<file path="config.mk">
export PLATFORM = sky130hd
export DESIGN_NAME = lc3_ctrl_fsm
export DESIGN_NICKNAME = d
export VERILOG_FILES = /design/src/rtl/lc3_ctrl_fsm.sv
export SDC_FILE = /design/constraint.sdc
export NUM_CORES = 1
export LEC_CHECK = 0
export CORE_ASPECT_RATIO = 0.8
export CORE_UTILIZATION = 25
export DETAILED_ROUTE_END_ITERATION = 10
export GPL_TIMING_DRIVEN = 0
export HOLD_SLACK_MARGIN = 0.05
export PLACE_DENSITY = 0.56
export SLEW_MARGIN = 0
export SYNTH_ARGS = -nofsm -noshare
export SYNTH_HDL_FRONTEND = slang
export SYNTH_SLANG_ARGS = --single-unit
export TNS_END_PERCENT = 30
</file>
<file path="constraint.sdc">
create_clock -name clk -period 1.85 [get_ports clk]
set_clock_uncertainty 0.1 [all_clocks]
set_input_delay 0.2775 -clock clk [delete_from_list [all_inputs] [get_ports clk]]
set_output_delay 0.2775 -clock clk [all_outputs]
set_load 0.1 [all_outputs]
</file>
<file path="src/rtl/lc3_ctrl_fsm.sv">
// LC-3 control sequencer: registered state, registered BEN, bounded memory waits
// with sticky timeout, interrupt acknowledge at fetch and illegal-opcode trapping.
module lc3_ctrl_fsm #(
   parameter int MEM_WAIT_MAX = 15,
   parameter bit INT_ENABLE   = 1'b1
) (
   input  logic        clk,
   input  logic        rst_n,
   input  logic [15:0] ir,
   input  logic [2:0]  nzp,
   input  logic        mem_r,
   input  logic        intr_req,
   output logic [5:0]  state,
   output logic        ben,
   output logic [2:0]  dr,
   output logic [2:0]  sr1,
   output logic        ld_mar,
   output logic        ld_mdr,
   output logic        ld_ir,
   output logic        ld_pc,
   output logic        ld_ben,
   output logic        ld_reg,
   output logic        ld_cc,
   output logic        mem_en,
   output logic        mem_we,
   output logic        int_ack,
   output logic        illegal_op,
   output logic        mem_timeout
);

   typedef enum logic [5:0] {
      S0  = 6'd0,  S1  = 6'd1,  S2  = 6'd2,  S3  = 6'd3,  S4  = 6'd4,
      S5  = 6'd5,  S6  = 6'd6,  S7  = 6'd7,  S8  = 6'd8,  S9  = 6'd9,
      S10 = 6'd10, S11 = 6'd11, S12 = 6'd12, S13 = 6'd13, S14 = 6'd14,
      S15 = 6'd15, S16 = 6'd16, S18 = 6'd18, S20 = 6'd20, S21 = 6'd21,
      S22 = 6'd22, S23 = 6'd23, S24 = 6'd24, S25 = 6'd25, S26 = 6'd26,
      S27 = 6'd27, S28 = 6'd28, S29 = 6'd29, S30 = 6'd30, S31 = 6'd31,
      S32 = 6'd32, S33 = 6'd33, S35 = 6'd35, S49 = 6'd49, RST = 6'd63
   } state_t;

   localparam int CW = (MEM_WAIT_MAX < 1) ? 1 : $clog2(MEM_WAIT_MAX + 1);

   state_t        state_q, state_d;
   logic [CW-1:0] cnt_q;
   logic          ben_q;
   logic          tout_q;
   logic          is_wait;
   logic          expire;
   logic          abort;

   always_comb begin
      unique case (state_q)
         S33, S28, S25, S24, S29, S16: is_wait = 1'b1;
         default:                      is_wait = 1'b0;
      endcase
   end

   // Expiry fires on the MEM_WAIT_MAX-th consecutive mem_r-low cycle; mem_r high wins.
   assign expire = (MEM_WAIT_MAX != 0) && !mem_r && ((int'(cnt_q) + 1) == MEM_WAIT_MAX);

   always_ff @(posedge clk or negedge rst_n) begin
      if (!rst_n) begin
         state_q <= RST;
         cnt_q   <= '0;
         ben_q   <= 1'b0;
         tout_q  <= 1'b0;
      end else begin
         state_q <= state_d;
         if (is_wait && state_d == state_q)
            cnt_q <= cnt_q + 1'b1;
         else
            cnt_q <= '0;
         if (state_q == S32)
            ben_q <= (ir[11] & nzp[2]) | (ir[10] & nzp[1]) | (ir[9] & nzp[0]);
         if (abort)
            tout_q <= 1'b1;
      end
   end

   always_comb begin
      state_d = S18;
      abort   = 1'b0;
      if (is_wait && !mem_r) begin
         if (expire) begin
            state_d = S18;
            abort   = 1'b1;
         end else begin
            state_d = state_q;
         end
      end else begin
         unique case (state_q)
            RST:  state_d = S18;
            S18:  state_d = (INT_ENABLE && intr_req) ? S49 : S33;
            S33:  state_d = S35;
            S35:  state_d = S32;
            S32:  state_d = state_t'({2'b00, ir[15:12]});
            S15:  state_d = S28;
            S28:  state_d = S30;
            S2, S6: state_d = S25;
            S25:  state_d = S27;
            S10:  state_d = S24;
            S24:  state_d = S26;
            S26:  state_d = S25;
            S11:  state_d = S29;
            S29:  state_d = S31;
            S31, S3, S7: state_d = S23;
            S23:  state_d = S16;
            S16:  state_d = S18;
            S4:   state_d = ir[11] ? S21 : S20;
            S0:   state_d = ben_q ? S22 : S18;
            default: state_d = S18;
         endcase
      end
   end

   always_comb begin
      ld_mar     = 1'b0;
      ld_mdr     = 1'b0;
      ld_ir      = 1'b0;
      ld_pc      = 1'b0;
      ld_ben     = 1'b0;
      ld_reg     = 1'b0;
      ld_cc      = 1'b0;
      mem_en     = 1'b0;
      mem_we     = 1'b0;
      int_ack    = 1'b0;
      illegal_op = 1'b0;
      unique case (state_q)
         S18: begin ld_mar = 1'b1; ld_pc = 1'b1; end
         S33, S25, S24, S29: begin mem_en = 1'b1; ld_mdr = 1'b1; end
         S28: begin mem_en = 1'b1; ld_mdr = 1'b1; ld_reg = 1'b1; end
         S16: begin mem_en = 1'b1; mem_we = 1'b1; end
         S35: ld_ir = 1'b1;
         S32: ld_ben = 1'b1;
         S2, S6, S7, S3, S10, S11, S26, S15: ld_mar = 1'b1;
         S1, S5, S9, S14, S27: begin ld_reg = 1'b1; ld_cc = 1'b1; end
         S20, S21: begin ld_reg = 1'b1; ld_pc = 1'b1; end
         S30, S22, S12: ld_pc = 1'b1;
         S23: ld_mdr = 1'b1;
         S49: int_ack = 1'b1;
         S8, S13: illegal_op = 1'b1;
         default: ;
      endcase
   end

   always_comb begin
      unique case (state_q)
         S4, S20, S21, S28: dr = 3'b111;
         default:           dr = ir[11:9];
      endcase
      sr1 = (state_q == S23) ? ir[11:9] : ir[8:6];
   end

   assign state       = state_q;
   assign ben         = ben_q;
   assign mem_timeout = tout_q;

endmodule

</file>
Word-level counts from Yosys, hierarchy flattened
Cells that the tools add are included.
{ "totals": {"reg_bits": 12, "romBits": 0, "memories": 0, "ram_bits": 0, "latchBits": 0, "wordCells": 83} }
{ "op_classes": {"shift": 0, "n_eq_ne": 35, "n_div": 0, "mux": 22, "magnitude_cmp": 0, "bitwise_logic": 5, "n_reduce_logical": 15, "add_sub_neg": 2, "n_mul": 0} }
{ "op_table": {"columns": ["operator", "count"], "rows": [
  ["6-bit one-hot mux with 16 select lines", 1],
  ["6-bit by 5-bit equality test with 1-bit output (second input constant)", 14],
  ["6-bit by 4-bit equality test with 1-bit output (second input constant)", 8],
  ["6-bit by 3-bit equality test with 1-bit output (second input constant)", 4],
  ["6-bit equality test (second input constant)", 4],
  ["6-bit OR reduction", 3],
  ["1-bit two-way mux", 14],
  ["6-bit by 2-bit equality test with 1-bit output (second input constant)", 2],
  ["6-bit two-way mux", 2],
  ["3-bit two-way mux", 3],
  ["9-bit OR reduction", 1],
  ["8-bit OR reduction", 1],
  ["6-bit by 1-bit equality test with 1-bit output (second input constant)", 1],
  ["6-bit equality test", 1],
  ["6-bit logical NOT", 1],
  ["3-bit OR reduction", 2],
  ["4-bit by 1-bit adder with 5-bit output (second input constant)", 1],
  ["5-bit by 4-bit equality test with 1-bit output (second input constant)", 1],
  ["5-bit two-way mux", 1],
  ["5-bit OR reduction", 1],
  ["4-bit by 1-bit adder with 4-bit output (second input constant)", 1],
  ["4-bit two-way mux", 1],
  ["4-bit OR reduction", 1],
  ["1-bit AND", 3],
  ["other kinds (4)", 7]
]} }

Longest topological paths before layout
{ "logic_depth": {"depth_word": 8, "ltp_mapped": 8, "ltp_nobuf": 7} }

Worst setup path after synthesis
OpenSTA, ideal clock, no wires.
{ "synth_timing": {"kind": "reg-to-output", "from": "register state_q[4] (netlist: state[4])", "to": "output int_ack", "path_slack_ns": -2.291, "path_stages_with_launch": 6, "n_path_buf": 3, "arrival_time_ns": 3.764, "required_time_ns": 1.472, "path_cell_list": "dfstp_2 buf_6 clkbuf_1 clkbuf_1 nand4_1 nor3_1"} }
{ "synth_via": {"elab_chain_cells": 2} }
{ "synth_lines": {"columns": ["element", "line", "text"], "rows": [
  ["start: declaration", "43", "state_t state_q, state_d;"],
  ["start signal: assignment", "68", "state_q <= state_d;"],
  ["6-bit equality test", "128", "unique case (state_q)"],
  ["1-bit two-way mux", "128", null],
  ["end: declaration", "26", "output logic int_ack,"]
]} }
Every way passes these cells.

Final worst setup path
{ "layout_timing": {"from": "register state_q[0] (netlist: state[0])", "to": "output ld_reg"} }
{ "layout_via": {"elab_chain_cells": 3} }
{ "layout_lines": {"columns": ["element", "line", "text"], "rows": [
  ["6-bit by 5-bit equality test with 1-bit output, or another cell as far along", "128", null],
  ["8-bit OR reduction (no source line) *", null, null],
  ["1-bit two-way mux *", "128", null],
  ["end: declaration", "22", "output logic ld_reg,"]
]} }
Mark *: on every way between the ends. The rest lies on a longest branch, timed or not.

==> impl_metrics.py <==
metrics = {
    "critical_path": {
        "ff2ff_path_depth": 7,
        "critical_path_depth": 6,
        "worst_path_dominant_cell_family": "simple AND/OR/NAND/NOR gates",
        "critPathRequiredTime_ns": 1.47,
        "crit_slowest_cell": "or4_4",
        "critPathLaunchType": "flop",
        "path_class": "flop to output pin",
        "crit_path_max_fanout": 7,
        "path_cells": "clkbuf_16, clkbuf_16, and3_4, or4_4, a21oi_4, buf_12",
        "max_stage_delay_ns": 0.52,
        "r2r_setup_slack_ns": -0.47,
        "crit_path_end_kind": "output pin",
        "crit_arrival_ns": 2.02,
        "path_buf_inv": 3,
        "path_common_cell": "clkbuf_16",
    },
    "finish": {
        "final_layout_size_suffix_gt1_share_pct": 53.6,
        "fin_cells": 281,
        "nNetsFinal": 250,
        "final_area_um2": 2530,
        "syn2layout_area_growth_pct": 115,
        "diodes": 0,
    },
    "global_route": {
        "grt_pass1_vias": 1503,
        "grtUsageTotal_pct": 19.2,
        "grt_max_degree": 13,
        "gr-total-overflow": 0,
        "antenna_found_initial": 0,
        "grt_first_pass_wirelength_mm": 7.49,
    },
    "placement": {
        "io_buffers": 41,
        "dpl.hpwl_mm": 3.08,
        "dp_cells": 251,
        "dpl_cell_area_um2": 1820,
        "globalplace.congestion": 0.971,
    },
    "route": {
        "drtAntennaViolNets": 0,
        "viasPerCell": 5.58,
        "drt-pass1-iter-count": 5,
        "wl_met1_mm": 1.93,
        "wl_per_cell_um": 17.6,
        "routed-wl-met3_um": 588,
        "met2_length_mm": 2.30,
        "routed_wl_mm": 4.94,
        "vias": 1567,
        "drcViolationCount": 0,
        "topRoutingLayerUsed": "met4",
        "drt_iter0_markers": 111,
    },
    "synth": {
        "ys_ff_latch": 12,
        "synth.distinct_cells": 48,
        "yosys.area.top_type": "dfstp_2",
        "synth_edf_count": 0,
        "syn_area_um2": 1170,
        "netlist.area_leader.share_pct": 13.4,
        "synthCells": 153,
        "synth.avg_cell_area_um2": 7.68,
        "async_reset_ff_share_pct": 100,
        "syn_nets": 178,
        "yosysWarningCount": 0,
        "ys_seq_area_share_pct": 26.2,
        "ys.flop_type": "dfstp_2",
        "synthTopCellsByArea": "dfstp_2, dfrtp_1, nor2_1",
    },
    "floorplan": {
        "row_count": 21,
        "die_area_um2": 4980,
        "start_util_pct": 27.1,
        "die_y_um": 63.3,
        "coreArea_um2": 4340,
        "die_width_um": 78.6,
        "io_pins": 48,
    },
    "pwr": {
        "internal_power_mw": 2.00,
        "comb_power_share_pct": 83.1,
        "seq_power_share_pct": 11.5,
        "p_switching_mw": 2.48,
        "power.density_nw_per_um2": 1770,
        "ir_worst_vdd_v": 0.000911,
        "pwr-share-clk_pct": 5.4,
        "p_leak_nw": 1.03,
        "swShare_pct": 55.3,
    },
    "status": {
        "outcome": "finished, violations left",
        "failed_checks": "setup timing",
    },
    "sta": {
        "finalCriticalPeriod_ns": 2.40,
        "final.setup.worst_slack_ns": -0.550,
        "fmaxAchievable_mhz": 417,
        "rsz0062_at_grt": "true",
        "maxSlewHeadroom_pct": 36.6,
        "max_slew.worst_pin.slew_ns": 0.954,
        "final.period_utilization_pct": 130,
        "hold_viol_final": 0,
        "setup_viol": 30,
        "drv_slew": 0,
    },
    "clock_network": {
        "cts_max_level": 1,
        "clk_latency_ns": 0.24,
        "cts_buffer_depth": 2,
        "cts_buffers": 3,
        "clock-sinks": 12,
        "cts_tree": "yes",
        "cts_hold_buf": 0,
        "path_clk_slew_ns": 0.05,
        "cts_root_buffer": "clkbuf_8",
    },
    "min_path": {
        "hp-class": "input port to async pin",
    },
    "job": {
        "maxCapViolCount": 0,
    },
}
==> cell usage in the layout (no fill, tap or decap), drive strengths merged, types with 2 or more instances in the layout <==
cell type,count
nand2b,6
dfrtp,6
o22ai,2
or3,4
ha,2
buf,51
o31ai,2
inv,5
a211o,2
and2,2
o21ai,7
nand4,3
or4,2
clkdlybuf4s15,3
nand3,6
nor2b,6
and3,3
nor3,5
clkbuf,10
a221oi,2
a21oi,14
dfstp,6
clkdlybuf4s50,16
mux2,3
nor4,2
nor2,19
nand2,6
or2,5
a31oi,3
dlygate4sd2,2
o22a,2
==> kinds of logic after synthesis <==
kind of cell / synth area share, %
xor+xnor: 1.49
compound gates: 23.6
fa+ha+maj: 2.13
mux: 3.73
simple gates: 35.2
flops: 26.2
buf+inv: 7.56
==> cell type report <==
type	count	area, um^2
clock buffers	4	45.0
multi-input cells	123	1050
repair buffers	67	788
inverters	6	33.8
fillers	354	1800
well taps	57	71.3
plain buffers	12	215
flip-flops and latches	12	330
==> power by group through the flow <==
| stage | clock network [mW] | logic (mW) | registers, mW |
|---|---|---|---|
| finish | 0.241 | 3.72 | 0.517 |
| global route | 0.260 | 3.88 | 0.527 |
| detailed placement | 0 | 2.72 | 0.499 |
| CTS | 0.245 | 3.29 | 0.508 |
| floorplan | 0 | 1.73 | 0.912 |
| global placement | 0 | 2.72 | 0.494 |
==> cell usage after synthesis (4+ instances only) <==
cell type and instances:
nand2b_1 4, dfrtp_1 6, or2_2 5, nor2b_1 6
a21oi_1 14, nor3_1 4, nand3_1 6, or3_1 4
o21ai_0 7, inv_1 6, dfstp_2 6, nand2_1 6
nor2_1 19, clkbuf_1 8
==> routing by layer <==
layer,global-route usage [%],vias up
met5,0,-
met4,4.63,0
met3,7.25,16
met2,30.5,116
met1,24.3,728
li1,-,707
==> path summary, 6_finish.rpt <==
path	startpoint	to
setup / recovery	state[0]$_DFF_PN1_	ld_reg
hold / removal	rst_n	cnt_q[2]$_DFF_PN0_
setup reg to reg	state[0]$_DFF_PN1_	state[4]$_DFF_PN1_
hold reg to reg	mem_timeout$_DFFE_PN0P_	mem_timeout$_DFFE_PN0P_
max in group asynchronous	rst_n	state[5]$_DFF_PN1_
min in group clk	mem_timeout$_DFFE_PN0P_	mem_timeout$_DFFE_PN0P_
==> flip-flops by register name, indices dropped and copies added (netlist names) <==
register     cells
ben              1
cnt_q            4
mem_timeout      1
state            6
==> stage by stage <==
stage / power (mW) / util, % / hold slack (ns) / TNS [ns] / worst slack [ns]
final: 4.48 / 58.4 / 0.291 / -12.06 / -0.550
after global routing: 4.67 / 58.4 / 0.324 / -13.50 / -0.585
after CTS: 4.04 / 53.1 / 0.309 / -12.17 / -0.584
after detailed placement: 3.22 / 41.9 / 0.370 / -28.18 / -1.47
after global placement: 3.22 / 41.9 / 0.365 / -27.24 / -1.45
after floorplan: 2.64 / - / -0.118 / -17.67 / -0.944
==> repair_timing <==
item | 4_1_cts | 5_1_grt
gates cloned | 1 | 1
resized for setup | 207 | 36
buffers inserted | 12 | 13
pin swaps | 12 | 9
endpoints found under the setup margin | 37 | 32
(Power assumes the default switching activity.)
